<file path="src/rtl/lb_over_pkg.sv">
// Shared field layout, saturation limit and FSM state type for the loopback overflow monitor.
package lb_over_pkg;

  localparam int unsigned CNT_LSB  = 16;
  localparam int unsigned CNT_W    = 16;
  localparam int unsigned LAST_LSB = 8;
  localparam int unsigned MASK_W   = 8;

  localparam logic [CNT_W-1:0] CNT_MAX = 16'hFFFF;

  typedef enum logic [1:0] {
    RUN    = 2'd0,
    CLR    = 2'd1,
    FROZEN = 2'd2
  } lb_over_state_t;

endpackage

</file>
<file path="src/rtl/lb_over_prio_enc.sv">
// Lowest-set-bit encoder: index of the lowest asserted request plus an any-set flag.
module lb_over_prio_enc #(
  parameter int unsigned N_LANES = 8
) (
  input  logic [N_LANES-1:0] req,
  output logic [2:0]         idx,
  output logic               any
);

  always_comb begin
    idx = '0;
    any = 1'b0;
    for (int unsigned i = 0; i < N_LANES; i++) begin
      if (req[i] && !any) begin
        idx = 3'(i);
        any = 1'b1;
      end
    end
  end

endmodule

</file>
<file path="src/rtl/lb_over_monitor.sv">
// Per-lane loopback FIFO overflow monitor: saturating event count, sticky mask, last lane.
// Optional feature macro LB_OVER_TIMESTAMP_EN adds first_over_ts and a free-running cycle counter.
module lb_over_monitor
  import lb_over_pkg::*;
#(
  parameter int unsigned N_LANES = 8
) (
  input  logic               user_clk,
  input  logic               user_rst,
  input  logic               en,
  input  logic [N_LANES-1:0] lane_over,
  input  logic               ctrl_clr,
  input  logic               ctrl_freeze,
`ifdef LB_OVER_TIMESTAMP_EN
  output logic [31:0]        first_over_ts,
`endif
  output logic [31:0]        status_out,
  output logic               over_irq
);

  lb_over_state_t state, state_next;

  logic              clr_q;
  logic              clr_edge;
  logic [CNT_W-1:0]  count_q;
  logic [MASK_W-1:0] mask_q;
  logic [MASK_W-1:0] lane_ext;
  logic              last_valid_q;
  logic [2:0]        last_idx_q;
  logic [2:0]        low_idx;
  logic              low_any;
  logic              count_en;

  lb_over_prio_enc #(
    .N_LANES (N_LANES)
  ) u_prio_enc (
    .req (lane_over),
    .idx (low_idx),
    .any (low_any)
  );

  assign clr_edge = ctrl_clr & ~clr_q;
  assign lane_ext = MASK_W'(lane_over);

  // A freeze sampled on this edge already suppresses the event on the same edge.
  assign count_en = (state == RUN) && en && low_any && !ctrl_freeze;

  always_ff @(posedge user_clk) begin
    if (user_rst) begin
      state <= RUN;
      clr_q <= 1'b0;
    end else begin
      state <= state_next;
      clr_q <= ctrl_clr;
    end
  end

  always_comb begin
    state_next = state;
    case (state)
      RUN: begin
        if (clr_edge)         state_next = CLR;
        else if (ctrl_freeze) state_next = FROZEN;
      end
      CLR: begin
        state_next = ctrl_freeze ? FROZEN : RUN;
      end
      FROZEN: begin
        if (clr_edge)          state_next = CLR;
        else if (!ctrl_freeze) state_next = RUN;
      end
      default: state_next = RUN;
    endcase
  end

  always_ff @(posedge user_clk) begin
    if (user_rst || state == CLR) begin
      count_q      <= '0;
      mask_q       <= '0;
      last_valid_q <= 1'b0;
      last_idx_q   <= '0;
      over_irq     <= 1'b0;
    end else if (count_en) begin
      if (count_q != CNT_MAX) count_q <= count_q + 1'b1;
      mask_q       <= mask_q | lane_ext;
      last_valid_q <= 1'b1;
      last_idx_q   <= low_idx;
      over_irq     <= |(mask_q | lane_ext);
    end
  end

  always_comb begin
    status_out = '0;
    status_out[CNT_LSB +: CNT_W]    = count_q;
    status_out[LAST_LSB +: 8]       = {last_valid_q, 4'b0000, last_idx_q};
    status_out[0 +: MASK_W]         = mask_q;
  end

`ifdef LB_OVER_TIMESTAMP_EN
  logic [31:0] ts_cnt;

  always_ff @(posedge user_clk) begin
    if (user_rst) begin
      ts_cnt        <= '0;
      first_over_ts <= '0;
    end else begin
      ts_cnt <= ts_cnt + 1'b1;
      if (state == CLR)
        first_over_ts <= '0;
      else if (count_en && count_q == '0)
        first_over_ts <= ts_cnt;
    end
  end
`endif

endmodule

</file>
<file path="config.mk">
export PLATFORM = sky130hd
export DESIGN_NAME = lb_over_monitor
export DESIGN_NICKNAME = d
export VERILOG_FILES = /design/src/rtl/lb_over_pkg.sv /design/src/rtl/lb_over_prio_enc.sv /design/src/rtl/lb_over_monitor.sv
export SDC_FILE = /design/constraint.sdc
export NUM_CORES = 1
export LEC_CHECK = 0
export ABC_AREA = 1
export BUFFER_PORTS_ARGS = -buffer_cell sky130_fd_sc_hd__clkbuf_2
export CELL_PAD_IN_SITES_DETAIL_PLACEMENT = 1
export CELL_PAD_IN_SITES_GLOBAL_PLACEMENT = 1
export CORE_MARGIN = 3
export CORE_UTILIZATION = 39
export CTS_CLUSTER_SIZE = 14
export DETAILED_ROUTE_END_ITERATION = 8
export GPL_TIMING_DRIVEN = 0
export PLACE_DENSITY_LB_ADDON = 0.1
export SLEW_MARGIN = 20
export SYNTH_ARGS = -nofsm -noshare
export SYNTH_HDL_FRONTEND = slang
export SYNTH_HIERARCHICAL = 1
export SYNTH_SLANG_ARGS = --single-unit
</file>
<file path="constraint.sdc">
create_clock -name user_clk -period 2.25 [get_ports user_clk]
set_clock_uncertainty 0.15 [all_clocks]
set_input_delay 0.1125 -clock user_clk [delete_from_list [all_inputs] [get_ports user_clk]]
set_output_delay 0.1125 -clock user_clk [all_outputs]
set_load 0.02 [all_outputs]
</file>
## Yosys cells after proc, flatten, opt, wreduce, memory -nomap -nowiden

Index checks and enable logic that the tools add are counted.

| operators by class | value |
|---|---|
| add/sub/neg operators | 1 |
| equality and inequality tests | 5 |
| multiplexer cells | 21 |
| bitwise gates (word level) | 3 |
| reduce and logical (&&, ||, !) cells | 23 |

Operators with widths:

| cell | number |
|---|---|
| adder 16 x 1 -> 16 bit, second input constant | 1 |
| inequality test 16 bit, second input constant | 1 |
| 2-to-1 mux 2 bit | 7 |
| 2-to-1 mux 3 bit | 4 |
| logical AND 1 bit | 10 |
| 2-to-1 mux 1 bit | 9 |
| zero test 1 bit | 8 |
| bitwise OR 8 bit | 1 |
| OR reduction 8 bit | 1 |
| inequality test 3 bit, second input constant | 2 |
| one-hot mux 2 bit (3 select lines) | 1 |
| AND reduction 2 bit | 2 |
| == test 2 x 1 -> 1 bit, second input constant | 1 |
| == test 2 bit, second input constant | 1 |
| zero test 2 bit | 1 |
| bitwise AND 1 bit | 1 |
| logical OR 1 bit | 1 |
| inverter 1 bit | 1 |

| storage, ports and cells | value |
|---|---|
| register bits after elaboration | 32 |
| bits of input ports | 13 |
| output and inout bits | 33 |
| word-level logic and storage cells | 60 |

## Depth between registers and ports, before layout

Gate-level depths: netlist of the first run.

| logic depth | value |
|---|---|
| depth after elaboration | 25 |
| mapped depth | 11 |
| depth with buffers taken out | 11 |

## Cells and area by module

The synthesis of the first run kept the hierarchy.

Modules (own cells, without submodules):

| module | instances | cells each | area an instance (um^2) | seq. area each (um^2) |
|---|---|---|---|---|
| lb_over_monitor | 1 | 230 | 1611.5 | 640.6 |
| lb_over_prio_enc | 1 | 22 | 108.9 | 0.0 |

## Worst setup path after synthesis of the first run

No wires, ideal clock.

| path | value |
|---|---|
| path kind | reg-to-reg |
| start | reg count_q[0] |
| end | reg count_q[15] |
| setup time | 0.115 ns |
| arrival time | 1.365 ns |
| required time | 1.985 ns |
| setup slack | 0.620 ns |
| stages on the path, launching flop included | 8 |
| buffers on the path | 1 |
| period minus slack after synthesis | 1.630 ns |
| cell sequence | dfxtp_1 ha_1 inv_1 nor2_4 nand4_4 buf_6 a21oi_1 nor2_1 |

| between the ends | value |
|---|---|
| longest elaborated chain between the ends | 2 |
| elaborated cells on any way between the ends | 3 |
| those cells by class | add/sub (1); eq/ne (1); reduce/logical (1) |

RTL lines:

| item | line | source |
|---|---|---|
| start: declaration | lb_over_monitor.sv:25 | `logic [CNT_W-1:0] count_q;` |
| start signal: assignment | lb_over_monitor.sv:84 | `if (count_q != CNT_MAX) count_q <= count_q + 1'b1;` |
| parallel branches: the longest is 2 deep, another holds adder 16 x 1 -> 16 bit | -- |  |

Several ways; the timed one is not identified.
A chain may end at the register's enable or synchronous reset.

## Final worst setup path of the first run

| path | value |
|---|---|
| start | in lane_over[3] |
| end | reg count_q[2] |

| between the ends | value |
|---|---|
| longest elaborated chain between the ends | 17 |

RTL lines:

| item | line | source |
|---|---|---|
| start: declaration | lb_over_monitor.sv:11 | `input logic [N_LANES-1:0] lane_over,` |
| logical AND 1 bit (*) | lb_over_prio_enc.sv:14 | `if (req[i] && !any) begin` |
| 2-to-1 mux 1 bit (*) | lb_over_prio_enc.sv:14 |  |
| zero test 1 bit | lb_over_prio_enc.sv:14 |  |
| logical AND 1 bit | lb_over_prio_enc.sv:14 |  |
| 2-to-1 mux 1 bit (*) | lb_over_prio_enc.sv:14 |  |
| zero test 1 bit | lb_over_prio_enc.sv:14 |  |
| logical AND 1 bit | lb_over_prio_enc.sv:14 |  |
| 2-to-1 mux 1 bit (*) | lb_over_prio_enc.sv:14 |  |
| zero test 1 bit | lb_over_prio_enc.sv:14 |  |
| logical AND 1 bit | lb_over_prio_enc.sv:14 |  |
| 2-to-1 mux 1 bit (*) | lb_over_prio_enc.sv:14 |  |
| zero test 1 bit | lb_over_prio_enc.sv:14 |  |
| logical AND 1 bit | lb_over_prio_enc.sv:14 |  |
| 2-to-1 mux 1 bit (*) | lb_over_prio_enc.sv:14 |  |
| named net low_any | lb_over_monitor.sv:31 | `logic low_any;` |
| logical AND 1 bit (*) (2 in a row) | lb_over_monitor.sv:46 | `assign count_en = (state == RUN) && en && low_any && !ctrl_freeze;` |
| AND reduction 2 bit (no source line) (*) | -- |  |

The timed path passes the listed nets; every way through them passes the cells marked *.

==> results.ini, run 1 <==
[detailed_routing]
ant_nets = 0
drc = 0
vias = 1753
via_per_inst = 4.79
drt_pass1_iterations = 4
routed_wl_microns = 4850
drt_iter0_markers = 79
wl_per_cell_microns = 13.3

[synth]
synth_top_area_share_pct = 37.2
synth_cells = 252
synthArstFlopShare_pct = 0
syn_avg_cell_area_sq_um = 6.83
synthesis.area_sq_mm = 0.00172
synth-edff-count = 0
ys_types = 27
synthFlopType = dfxtp_1
synth-seq-cells = 32
ys_warn_count = 6
synth_top_cell_by_area = dfxtp_1
yosysSeqAreaShare_pct = 37.2
synth_area_leaders = dfxtp_1 37%, nor2_1 13%, nand2_1 11%

[place]
routabilityCongestion = 0.826
port_buffers = 41
placed_cells = 346
dp_hpwl_microns = 3470
dpl_cell_area_sq_mm = 0.00200

[sta]
finalCritPeriodShare_pct = 86.6
setup_viol_count_final = 0
finalHoldViolCount = 0
fin_crit_ns = 1.95
slew_viol_final = 0
rsz0062_at_grt = no
tns_ns = 0
max_freq_mhz = 513

[grt]
grt_pass1_vias = 1693
overflow = 0
grt_first_pass_wirelength_microns = 8000
grt_max_degree = 11
antenna_found_initial = 0
grtUsageTotal_pct = 19.5

[floorplan]
die_height_microns = 72.4
ios = 46
initial_core_util_pct = 41.8
num_rows = 23
die-area_sq_mm = 0.00524
core_area_sq_mm = 0.00412
fp.dieW_microns = 72.4

[layout]
layout.nets = 329
drive_gt1_share_pct = 25.9
fill_cells = 587
area_growth_syn_to_layout_pct = 28.7
antennaDiodeCount = 0
design_area_sq_mm = 0.00221
finalNonFillerCells = 366

[clocking]
cts_tree = built
root_buffer = clkbuf_8
cts_resized = 0
clk_path_buf_depth = 2
clkTransAtPathRegs_ns = 0.07
cts_buffers = 5
clk_latency_ns = 0.28
htreeDepth = 2
cts.sinks = 32

[flow_run]
max_cap_violations = 0

[run_status]
outcome = complete, no violations

[critical_path]
path_max_fanout = 9
critPathMaxStageDelay_ns = 0.55
cpLargestDelayFamily = simple AND/OR/NAND/NOR gates
crit_path_start_kind = input pin
crit_chain = dlygate4sd3_1 -> clkbuf_2 -> nor2_2 -> nand3_2 -> nor2_2 -> nand3_1 -> nand3_1 -> nor2_8 -> inv_2 -> nor2_1 -> a21oi_1 -> nor2_1
arrival_ns = 1.97
worstPathRequired_ns = 2.28
critPathBufInv = 3
endpoint_kind = flip-flop
crit_slowest_cell = dlygate4sd3_1
criticalPathCategory = in -> reg

[pwr]
power_density_mw_per_mm2 = 560
peakVddDrop_uv = 365
power.total_mw = 1.24
leakagePower_nw = 0.987

[worst_hold_path]
min_path_type = in -> reg

==> cells in the mapped netlist (2+ instances only) <==
library cell,instances
inv_2,2
dfxtp_1,32
buf_6,2
a21oi_1,22
buf_4,7
nor2_2,7
inv_1,25
nor2_4,4
nand4_1,3
o21ai_0,5
nand3_2,5
nor2_1,58
nand2_2,3
nand3_1,15
nand2_1,50
==> kinds of logic (layout without fill, tap and decap cells) <==
family,count (synthesis),in the layout,synth area share [%]
other,1,4,0.218
adder cells (fa/ha/maj),1,1,0.727
flip-flops,32,32,37.2
buffers and inverters,38,99,10.8
AO/OA/AOI/OAI,30,30,9.16
AND/OR/NAND/NOR,150,150,41.9
==> through the flow <==
step | util, % | setup slack, ns | hold WS (ns)
5_1_grt | 53.8 | 0.152 | 0.289
6_report | 53.8 | 0.302 | 0.245
4_1_cts | 53.8 | 0.334 | 0.241
3_5_place_dp | 48.6 | 0.609 | 0.180
3_3_place_gp | 48.6 | 0.619 | 0.173
2_1_floorplan | - | 0.620 | 0.0337
==> area by class of cell <==
cell class	instances	area (sq um)	share of cell area (%)
plain buffers	10	80.1	3.62
multi-input cells	185	906	40.9
repair buffers	53	325	14.7
clock inverters	1	7.51	0.339
flip-flops and latches	32	641	28.9
well taps	50	62.6	2.83
clock buffers	7	86.3	3.90
inverters	28	105	4.75
==> power breakdown <==
| group | internal, mW | switching, mW |
|---|---|---|
| clock | 0.249 | 0.220 |
| sequential | 0.584 | 0.0115 |
| combinational | 0.0679 | 0.107 |
==> cells in the final DEF, fill, tap and decap left out, types with 2 or more instances in the layout <==
cell type      instances
nor2_2                 7
inv_1                 25
dlygate4sd3_1         12
nand2_1               50
nand3_2                5
a21oi_1               22
clkbuf_8               6
inv_2                  2
nor2_1                58
nand4_1                3
dfxtp_1               32
nand2_2                3
o21ai_0                5
buf_6                  2
nand3_1               15
buf_4                  7
nor2_4                 4
conb_1                 4
clkbuf_2              41
==> worst paths after layout <==
check,depth (start not counted),slack [ns],to,from
hold reg to reg,2,0.33,mask_q[4],mask_q[4]
hold / removal,6,0.24,over_irq,en
setup reg to reg,7,0.63,count_q[11],count_q[0]
setup / recovery,12,0.30,count_q[2],lane_over[3]
==> sequential cells by signal, indices dropped and copies added, names as in the netlist <==
register,cells
last_idx_q,3
clr_q,1
count_q,16
last_valid_q,1
mask_q,8
over_irq,1
state,2
==> timing repair <==
action | 4_1_cts | 5_1_grt
hold endpoints to repair | 11 | 0
hold buffers | 12 | 0
setup buffers | 0 | 0
endpoints found under the setup margin | 0 | 0
==> per-layer routing <==
metal / track usage (%) / part of all wire, % / vias up
li1: - / - / 907
met1: 25.0 / 47 / 805
met2: 32.7 / 48 / 35
met3: 4.71 / 4.1 / 6
met4: 5.53 / 1.3 / 0
met5: 0 / 0 / -
==> worst register-to-register path, cell delays in order, from the launching register on <==
cell and delay [ns]:
dfxtp_1 0.40, ha_1 0.19, inv_1 0.08, nor2_4 0.16, nand4_4 0.14, buf_6 0.17, a21oi_1 0.16, nor2_1 0.06
Power figures use the tool's default switching activity.
==> run 2, diff against run 1 <==
--- a/config.mk
+++ b/config.mk
@@ -9,11 +9,9 @@
 export BUFFER_PORTS_ARGS = -buffer_cell sky130_fd_sc_hd__clkbuf_2
 export CELL_PAD_IN_SITES_DETAIL_PLACEMENT = 1
 export CELL_PAD_IN_SITES_GLOBAL_PLACEMENT = 1
-export CORE_MARGIN = 3
 export CORE_UTILIZATION = 39
 export CTS_CLUSTER_SIZE = 14
 export DETAILED_ROUTE_END_ITERATION = 8
-export GPL_TIMING_DRIVEN = 0
 export PLACE_DENSITY_LB_ADDON = 0.1
 export SLEW_MARGIN = 20
 export SYNTH_ARGS = -nofsm -noshare
==> run 2 against run 1 <==
Combinational power decreased by 7%. Final cell count shrank 2.2%. Die area fell by 11%. Clock power fell by 3%. Largest cell class unchanged.
==> results.ini, run 2 (synthesis results as in run 1) <==
[clocking]
root_buffer = clkbuf_8
clkTransAtPathRegs_ns = 0.06
htreeDepth = 2
cts_tree = built
post_cts_buffers = 0
cts_buffers = 5
clk_path_buf_depth = 2
clk_latency_ns = 0.28
cts.sinks = 32

[sta]
rsz0062_at_grt = no
holdWs_ns = 0.203
finalCritPeriodShare_pct = 90.2
slew_viol_final = 0
setup_viol_count_final = 0
max_freq_mhz = 493
finalHoldViolCount = 0
tns_ns = 0
fin_crit_ns = 2.03

[detailed_routing]
ant_nets = 0
drt_iter0_markers = 79
routed_wl_microns = 4420
wl_per_cell_microns = 12.3
vias = 1730
drc = 0
via_per_inst = 4.83
drt_pass1_iterations = 4

[place]
port_buffers = 41
routabilityCongestion = 0.765
dp_hpwl_microns = 3250

[floorplan]
ios = 46
fp.dieW_microns = 68.4
die_height_microns = 68.4
num_rows = 23
core_area_sq_mm = 0.00412
initial_core_util_pct = 41.8
die-area_sq_mm = 0.00468

[layout]
seq_area_sq_um = 641
layout_commonest_cell = nor2_1
layout.cells.most_common_list = 58 x nor2_1, 50 x nand2_1, 41 x clkbuf_2
reg.largest.list = count_q x16, mask_q x8, last_idx_q x3
antennaDiodeCount = 0
multiInputGateArea_sq_um = 906
largest_reg_flops = 16
largest_register = count_q
layout.nets = 321
area_growth_syn_to_layout_pct = 24.7
drive_gt1_share_pct = 23.7
fill_cells = 567

[pwr]
power_density_mw_per_mm2 = 566
leakagePower_nw = 0.945
peakVddDrop_uv = 366

[grt]
grtUsageTotal_pct = 21.9
grt_first_pass_wirelength_microns = 7470
grt_max_degree = 23
antenna_found_initial = 0
overflow = 0
grt_pass1_vias = 1691

[worst_hold_path]
hp-start = en
min_path_type = in -> reg

[critical_path]
crit_path_start_kind = input pin
arrival_ns = 2.05
criticalPathCategory = in -> reg
r2r-start = count_q[0]
cp-startpoint = lane_over[2]
path_max_fanout = 18
endpoint_kind = flip-flop
worstPathRequired_ns = 2.27

[flow_run]
max_cap_violations = 0

[run_status]
outcome = complete, no violations

[run 2: area by class of cell]
class | count | share of cell area [%]
clock buffers | 8 | 4.20
flip-flops and latches | 32 | 29.9
multi-input cells | 185 | 42.2
inverters | 28 | 4.90
repair buffers | 55 | 15.9
well taps | 50 | 2.92
[run 2: timing repair]
| action | 4_1_cts | 5_1_grt |
|---|---|---|
| hold buffers | 12 | 0 |
| hold endpoints to repair | 11 | 0 |
| gates resized for setup | 0 | 0 |
[run 2: path summary, 6_finish.rpt]
kind	cells past startpoint	end	slack [ns]
worst max-delay path	13	count_q[0]	0.22
worst min-delay path	5	mask_q[6]	0.20
worst max register to register	6	count_q[15]	0.50
worst min register to register	2	mask_q[3]	0.33
[run 2: metal layers]
layer / share of wire [%] / vias up / track usage [%] / routed length, microns
li1: - / 899 / - / -
met1: 49 / 796 / 26.3 / 2170
met2: 46 / 30 / 37.6 / 2050
met3: 3.1 / 5 / 4.00 / 139
met5: 0 / - / 0 / 0
met4: 1.4 / 0 / 9.38 / 61
[run 2: critical path, cell delays in order]
cell and delay, ns:
dlygate4sd3_1 0.54, clkbuf_2 0.16, nor2_2 0.06, nand3_2 0.08
nor2_2 0.05, nand3_1 0.07, nand3_1 0.17, nor2_8 0.30
inv_2 0.14, nor2_2 0.20, nand2_1 0.07, nand2_1 0.06
nor2_1 0.04
[run 2: power by group]
part | switching, mW | leakage [nW] | internal [mW]
sequential | 0.0119 | 0.260 | 0.584
clock | 0.206 | 0.0455 | 0.249
combinational | 0.103 | 0.639 | 0.0597
[run 2: through the flow]
stage	std cells	setup WS, ns	cell area, sq um	power [mW]	util, %
global route	358	0.0575	2140	1.28	52.1
CTS	358	0.224	2140	1.23	52.1
global placement	338	0.503	1930	0.751	47.0
finish	358	0.220	2140	1.21	52.1
detailed placement	338	0.473	1930	0.755	47.0
floorplan	255	0.620	1730	0.712	-
